File: src/rtl/instr_fetch_unit_pkg.sv
// rtl/instr_fetch_unit_pkg.sv - shared encodings and defaults for the instruction fetch unit
package instr_fetch_unit_pkg;

  localparam int ADDR_W_DEF  = 21;
  localparam int INSTR_W_DEF = 32;

  // Must match the control unit's pcControl outputs.
  typedef enum logic [2:0] {
    PC_SEQ = 3'd0,
    PC_JMP = 3'd1,
    PC_JE  = 3'd2,
    PC_JNE = 3'd3,
    PC_JB  = 3'd4,
    PC_JA  = 3'd5,
    PC_JBE = 3'd6,
    PC_JAE = 3'd7
  } pc_ctrl_t;

  typedef logic [1:0] state_t;

  localparam state_t ST_FETCH  = 2'd0;
  localparam state_t ST_ISSUE  = 2'd1;
  localparam state_t ST_UPDATE = 2'd2;
  localparam state_t ST_HALT   = 2'd3;

endpackage

File: src/rtl/instr_fetch_unit_branch_resolve.sv
// rtl/instr_fetch_unit_branch_resolve.sv - combinational branch condition resolver
module instr_fetch_unit_branch_resolve
  import instr_fetch_unit_pkg::*;
(
  input  logic [2:0] pc_control,
  input  logic       zero_flag,
  input  logic       below_flag,
  output logic       taken
);

  always_comb begin
    taken = 1'b0;
    case (pc_control)
      PC_SEQ:  taken = 1'b0;
      PC_JMP:  taken = 1'b1;
      PC_JE:   taken = zero_flag;
      PC_JNE:  taken = !zero_flag;
      PC_JB:   taken = below_flag;
      PC_JA:   taken = !below_flag && !zero_flag;
      PC_JBE:  taken = below_flag || zero_flag;
      PC_JAE:  taken = !below_flag;
      default: taken = 1'b0;
    endcase
  end

endmodule

File: src/rtl/instr_fetch_unit.sv
// rtl/instr_fetch_unit.sv - PC owner and fetch FSM; IFU_BRANCH_COUNT_EN adds a taken-branch counter
module instr_fetch_unit
  import instr_fetch_unit_pkg::*;
#(
  parameter int                ADDR_W   = ADDR_W_DEF,
  parameter logic [ADDR_W-1:0] RESET_PC = '0,
  parameter int                INSTR_W  = INSTR_W_DEF
) (
  input  logic               clock,
  input  logic               reset,
  output logic               mem_req,
  output logic [ADDR_W-1:0]  mem_addr,
  input  logic               mem_ready,
  input  logic [INSTR_W-1:0] mem_data,
  output logic [INSTR_W-1:0] instruction,
  output logic               instr_valid,
  output logic [ADDR_W-1:0]  pc,
  input  logic [2:0]         pc_control,
  input  logic [ADDR_W-1:0]  jump_target,
  input  logic               zero_flag,
  input  logic               below_flag,
  input  logic               halt,
  input  logic               exec_done,
`ifdef IFU_BRANCH_COUNT_EN
  output logic [15:0]        branch_count,
`endif
  output logic               halted
);

  state_t state;
  logic   active;
  logic   taken;

  instr_fetch_unit_branch_resolve u_branch_resolve (
    .pc_control (pc_control),
    .zero_flag  (zero_flag),
    .below_flag (below_flag),
    .taken      (taken)
  );

  // active keeps mem_req low in the first cycle after reset is sampled.
  assign mem_req  = (state == ST_FETCH) && active;
  assign mem_addr = pc;
  assign halted   = (state == ST_HALT);

  always_ff @(posedge clock) begin
    if (!reset) begin
      state       <= ST_FETCH;
      pc          <= RESET_PC;
      instruction <= '0;
      instr_valid <= 1'b0;
      active      <= 1'b0;
    end else begin
      active <= 1'b1;
      case (state)
        ST_FETCH: begin
          if (mem_req && mem_ready) begin
            instruction <= mem_data;
            instr_valid <= 1'b1;
            state       <= ST_ISSUE;
          end
        end
        ST_ISSUE: begin
          if (exec_done) state <= ST_UPDATE;
        end
        ST_UPDATE: begin
          instr_valid <= 1'b0;
          if (halt) begin
            state <= ST_HALT;
          end else begin
            pc    <= taken ? jump_target : pc + 1'b1;
            state <= ST_FETCH;
          end
        end
        ST_HALT: instr_valid <= 1'b0;
        default: state <= ST_FETCH;
      endcase
    end
  end

`ifdef IFU_BRANCH_COUNT_EN
  always_ff @(posedge clock) begin
    if (!reset) begin
      branch_count <= '0;
    end else if (state == ST_UPDATE && !halt && taken && pc_control != PC_SEQ
                 && branch_count != 16'hFFFF) begin
      branch_count <= branch_count + 16'd1;
    end
  end
`endif

endmodule

File: config.mk
export PLATFORM = sky130hd
export DESIGN_NAME = instr_fetch_unit
export DESIGN_NICKNAME = d
export VERILOG_FILES = /design/src/rtl/instr_fetch_unit_pkg.sv /design/src/rtl/instr_fetch_unit_branch_resolve.sv /design/src/rtl/instr_fetch_unit.sv
export SDC_FILE = /design/constraint.sdc
export NUM_CORES = 1
export LEC_CHECK = 0
export BUFFER_PORTS_ARGS = -buffer_cell sky130_fd_sc_hd__buf_2
export CAP_MARGIN = 20
export CORE_MARGIN = 2
export CORE_UTILIZATION = 25
export DETAILED_ROUTE_END_ITERATION = 6
export PLACE_DENSITY = 0.57
export SYNTH_ARGS = -nofsm -noshare
export SYNTH_HDL_FRONTEND = slang
export SYNTH_SLANG_ARGS = --single-unit
File: constraint.sdc
create_clock -name clock -period 2.3 [get_ports clock]
set_input_delay 0.69 -clock clock [delete_from_list [all_inputs] [get_ports clock]]
set_output_delay 0.69 -clock clock [all_outputs]
set_load 0.02 [all_outputs]
=== After elaboration in Yosys (flattened, before gate mapping) ===
Index checks and enable logic that the tools add are counted.

* Reduce and logical (&&, ||, !) cells: 15
* Add/subtract/negate cells: 1
* Bitwise operators: 1
* Mux-type cells: 9
* Equal/unequal tests: 12

{| class="wikitable"
|+ Operators by type and width
! operator !! count
|-
| 21-bit by 1-bit adder with 21-bit output (second input constant) || 1
|-
| 21-bit 2-to-1 mux || 1
|-
| 3-bit == test (second input constant) || 4
|-
| 1-bit case mux with 8 select lines || 1
|-
| 3-bit by 2-bit == test with 1-bit output (second input constant) || 2
|-
| 2-bit 2-to-1 mux || 3
|-
| 2-bit case mux with 3 select lines || 1
|-
| 2-bit AND reduction || 3
|-
| 2-bit == test (second input constant) || 2
|-
| 3-bit by 1-bit == test with 1-bit output (second input constant) || 1
|-
| 1-bit logical AND || 3
|-
| 3-bit logical NOT || 1
|-
| 3-bit AND reduction || 1
|-
| 3-bit nonzero test || 1
|-
| 2-bit by 1-bit == test with 1-bit output (second input constant) || 1
|-
| 1-bit logical NOT || 2
|-
| 2-bit logical NOT || 1
|-
| 1-bit 2-to-1 mux || 2
|-
| 2-bit by 1-bit != test with 1-bit output (second input constant) || 1
|-
| 2-bit != test (second input constant) || 1
|-
| 1-bit case mux with 2 select lines || 1
|-
| 2-bit nonzero test || 1
|-
| 2-bit OR reduction || 1
|-
| 1-bit logical OR || 1
|-
| 1-bit NOT || 1
|}

* Input port bits: 63
* Output and inout port bits: 77
* Logic and storage cells: 43
* Bits in registers: 57

=== Longest topological paths before layout ===
* Depth in word-level cells: 5
* Gate-level depth with buffers: 8
* Gate-level depth less buffers: 7

=== By module ===
Synthesis repeated with hierarchy kept, for this count alone.

* Cell total of the unflattened synthesis: 361
* Area total of the unflattened synthesis: 2,915.3 sq um

{| class="wikitable"
|+ By module, submodules not included
! module !! area each (sq um) !! times used !! cells each !! sequential area each (sq um)
|-
| instr_fetch_unit || 2,880.3 || 1 || 356 || 1,141.1
|-
| instr_fetch_unit_branch_resolve || 35.0 || 1 || 5 || 0.0
|}

=== Least setup slack after synthesis ===
No wires, ideal clock.

* Path type: input to register
* From: in pc_control[0]
* To: reg pc[12] (netlist: mem_addr[12])
* Data arrival time: 1.791 ns
* Stages on the path: 6
* Library setup time: 0.119 ns
* Path slack: 0.390 ns
* Data required time: 2.181 ns
* Path buffers: 1
* Cell sequence: and3b_1 o21ai_4 and2_1 buf_6 a41oi_1 o221a_2

* Word-level cells in the longest chain between the ends: 3
* Elaborated cells between the ends (all ways): 10
* Those cells by class: 7 x eq/ne; 2 x mux; 1 x reduce/logical

{| class="wikitable"
|+ RTL lines
! element !! RTL line !! text
|-
| from (decl) || instr_fetch_unit.sv:18 || <nowiki>input logic [2:0] pc_control,</nowiki>
|-
| 3-bit == test (tied with other cells) || instr_fetch_unit_branch_resolve.sv:13 || <nowiki>case (pc_control)</nowiki>
|-
| 1-bit case mux with 8 select lines * || instr_fetch_unit_branch_resolve.sv:13 ||
|-
| 21-bit 2-to-1 mux * || instr_fetch_unit.sv:71 || <nowiki>pc <= taken ? jump_target : pc + 1'b1;</nowiki>
|-
| to (signal assigned) || instr_fetch_unit.sv:71 ||
|-
| to (decl) || instr_fetch_unit.sv:17 || <nowiki>output logic [ADDR_W-1:0] pc,</nowiki>
|}

Every way passes the cells marked *; elsewhere a longest branch is shown, timed or not.
A chain may end at the register's enable or synchronous reset.

=== Final worst setup path ===
* From: reg state[0]
* To: out mem_req

* Word-level cells in the longest chain between the ends: 2

{| class="wikitable"
|+ RTL lines
! element !! RTL line !! text
|-
| from (decl) || instr_fetch_unit.sv:30 || <nowiki>state_t state;</nowiki>
|-
| from (signal assigned) || instr_fetch_unit.sv:48 || <nowiki>state <= ST_FETCH;</nowiki>
|-
| from (signal assigned) || instr_fetch_unit.sv:60 || <nowiki>state <= ST_ISSUE;</nowiki>
|-
| from (signal assigned) || instr_fetch_unit.sv:64 || <nowiki>if (exec_done) state <= ST_UPDATE;</nowiki>
|-
| 2-bit logical NOT || instr_fetch_unit.sv:42 || <nowiki>assign mem_req = (state == ST_FETCH) && active;</nowiki>
|-
| 1-bit logical AND || instr_fetch_unit.sv:42 ||
|-
| to (decl) || instr_fetch_unit.sv:11 || <nowiki>output logic mem_req,</nowiki>
|}

Every way passes these cells.

==> run_results.csv <==
group,metric,value,unit
outcome,status,"finished, final reports clean",
timing,hold_slack,0.449,ns
timing,slew_headroom,66.5,%
timing,setup_slack,0.267,ns
timing,period_share,88.4,%
cts,post_cts_buffers,0,
min_path,hp-class,"register to register",
timing,rsz0062_at_grt,"false",
timing,hold_viol_final,0,
cts,cts_made_buffers,9,
drt,vias,3093,
critical_path,reg2reg_slack,0.39,ns
place,dp.cells,632,
floorplanning,fp.coreArea,11400,um2
min_path,min_to,"instruction[1]",
critical_path,critPathLaunchType,"register",
drt,drt_wl_total,8.90,mm
synthesis,synth_edf_count,0,
floorplanning,rows,39,
min_path,hold_start,"instruction[1]",
synthesis,netlist_area,2900,um2
cts,clock_latency,0.32,ns
critical_path,cpLargestDelayFamily,"flip-flops",
synthesis,synth_top_area_share,39.3,%
cts,cts-root-buf,"clkbuf_16",
critical_path,end_kind,"output port",
synthesis,postSynthAreaPerCell,7.70,um2
place,hpwl,6.67,mm
global_routing,grt_max_degree,41,
drt,wl_per_cell,13.8,um
drt,drc_errors,0,
global_routing,grt_pass1_vias,2910,
synthesis,ys_seq_area_share,39.3,%
power,irDropWorstVdd,0.297,mV
floorplanning,die_area,12500,um2
drt,vias_per_cell,4.78,
critical_path,cp_slowest_stage_delay,0.38,ns
drt,final_antenna_net_count,0,
floorplanning,die_w,112,um
cts,clock_sinks,57,
critical_path,critPathSlowestCell,"dfxtp_1",
critical_path,r2r-end,"mem_addr[16]",
drt,first_pass_iters,4,
min_path,min_path_cells,2,
synthesis,synthFlopType,"dfxtp_1",
timing,fmax,492,MHz
cts,post_cts_resized,0,
cts,clk_path_buf_depth,2,
global_routing,grt_pass1_wl,14.5,mm
cells_and_area,fill_cells,1209,
floorplanning,die_y,112,um
synthesis,yosysTopAreaCell,"dfxtp_1",
cells_and_area,post-route-util,34.4,%
job,maxCapViolations,0,
critical_path,cp.required,1.61,ns
cells_and_area,multi_input_area,1470,um2
timing,drv_slew,0,
timing,fin_skew,0.00824,ns
synthesis,synth-seq-cells,57,
synthesis,synthArstFlopShare,0,%
cts,h-tree-depth,3,
critical_path,crit_fanout,6,
cts,holdBufCountCts,0,
global_routing,grt_antenna_before_repair,0,
cells_and_area,drive_gt1_share,36.1,%
floorplanning,ioPinCount,140,
global_routing,globalRouteOverflowTotal,0,
power,p_leak,1.79,nW
place,place.gp.congestion,0.825,
cts,clkTransAtPathRegs,0.05,ns
critical_path,crit_path_cell_trace,"inv_1 -> ha_1 -> and2_1 -> buf_2",
cells_and_area,instances_no_fill,647,
drt,drt-initial-drc-count,238,
critical_path,r2r-start,"mem_addr[2]",
global_routing,track_usage,14.3,%
synthesis,synth.distinct_cells,46,
synthesis,synthTopCellsByArea,"dfxtp_1 39%, nand2_1 12%, a21oi_1 8.6%",
synthesis,ys_warn_count,0,
place,numPortBuffers,139,
synthesis,synth.most_common_cell,"nand2_1",
critical_path,crit_buf_inv,2,
critical_path,worstRegToRegCells,5,
synthesis,ys_top_cells_by_count,"93 x nand2_1, 57 x dfxtp_1, 50 x a21oi_1, 22 x buf_4, 19 x nand3_1",
synthesis,netlist_instances,377,
timing,setup_violations,0,
floorplanning,initial_core_util,25.5,%
cells_and_area,areaGrowthSynthToFinish,35.0,%
critical_path,cp.arrival,1.34,ns
cells_and_area,fin_nets,568,
timing,fin_setup_tns,0,ns
timing,period_minus_slack,2.03,ns
cells_and_area,n_antenna_cell,0,
power,p_per_area,769,nW/um2
critical_path,critPathKind,"register to output port",
timing,worstMarginPinSlew,0.502,ns
cts,cts_tree,"done",
synthesis,syn-num-nets,445,
cells_and_area,final-seq-area,1140,um2
place,dp_slack,0.103,ns
## cells in the final DEF (no fill, tap or decap), drive strengths merged, types with 2 or more instances in the layout
master  Yosys  final
or3         4      4
nand4       7      7
inv         5      5
o22ai       7      7
buf        27    155
o221a       3      3
and4        2      2
o31a        2      2
nand2b      2      2
a31oi      10     10
clkbuf     16     12
and3        4      4
ha          5      5
a311oi      2      2
a21oi      50     50
dfxtp      57     57
nor4        5      5
mux2i       7      7
nor3        5      5
nand2      93     93
clkinv      0      2
nor2       17     17
and2        3      3
o21ai      10     10
a21o        2      2
nand3      20     20
## tightest hold or removal path, delay by kind of cell (launching register included)
kind,cells,cell delay [ns]
DFF,1,0.30
AOI/OAI and AO/OA,1,0.05
and+or+nand+nor,1,0.05
## stage by stage
stage	instance area, um2	power, mW
final	3920	3.01
after global routing	3920	3.19
after CTS	3920	3.06
after detailed placement	3620	1.71
after global placement	3620	1.70
after floorplan	2900	1.51
## where the power goes
part | switching (mW) | leakage (nW) | internal, mW | total (mW)
Combinational | 0.366 | 1.18 | 0.215 | 0.581
Clock | 0.440 | 0.148 | 0.887 | 1.33
Sequential | 0.0433 | 0.463 | 1.06 | 1.10
Total | 0.849 | 1.79 | 2.16 | 3.01
## layer usage
layer,vias to the layer above,global-route usage (%),share of wire (%)
met5,-,0,0
met4,0,5.43,1.2
met3,7,3.97,6.1
met2,99,22.2,46
met1,1442,19.0,46
li1,1545,-,-
## state kept, by name, summed over array words and instances (netlist names)
name and cells:
instruction 32, mem_addr 21, state 2, active 1, instr_valid 1
## area by class of cell
type / count / share of cell area [%]
clock buffer: 12 / 6.55
clock inverter: 3 / 1.02
inverter: 5 / 0.479
multi-input combinational: 272 / 37.4
sequential: 57 / 29.1
tap: 143 / 4.57
timing repair buffer: 155 / 20.8
## worst max path at each step
stage                  startpoint      endpoint  slack, ns  cells past startpoint
floorplan           pc_control[0]  mem_addr[12]       0.39                      6
detailed placement  pc_control[0]   mem_addr[2]       0.10                      7
CTS                      state[0]       mem_req       0.24                      4
global route             state[0]       mem_req       0.16                      4
global placement    pc_control[0]   mem_addr[2]       0.18                      7
finish                   state[0]       mem_req       0.27                      4
## kinds of logic (layout without fill, tap and decap cells)
group / count (synthesis) / count (layout) / synth area share (%)
simple gates: 167 / 167 / 26.3
compound gates: 92 / 92 / 19.2
buf+inv: 48 / 175 / 10.2
fa+ha+maj: 5 / 5 / 2.16
flops: 57 / 57 / 39.3
mux: 8 / 8 / 2.80
Note: power is estimated with default switching activity, not from simulation.
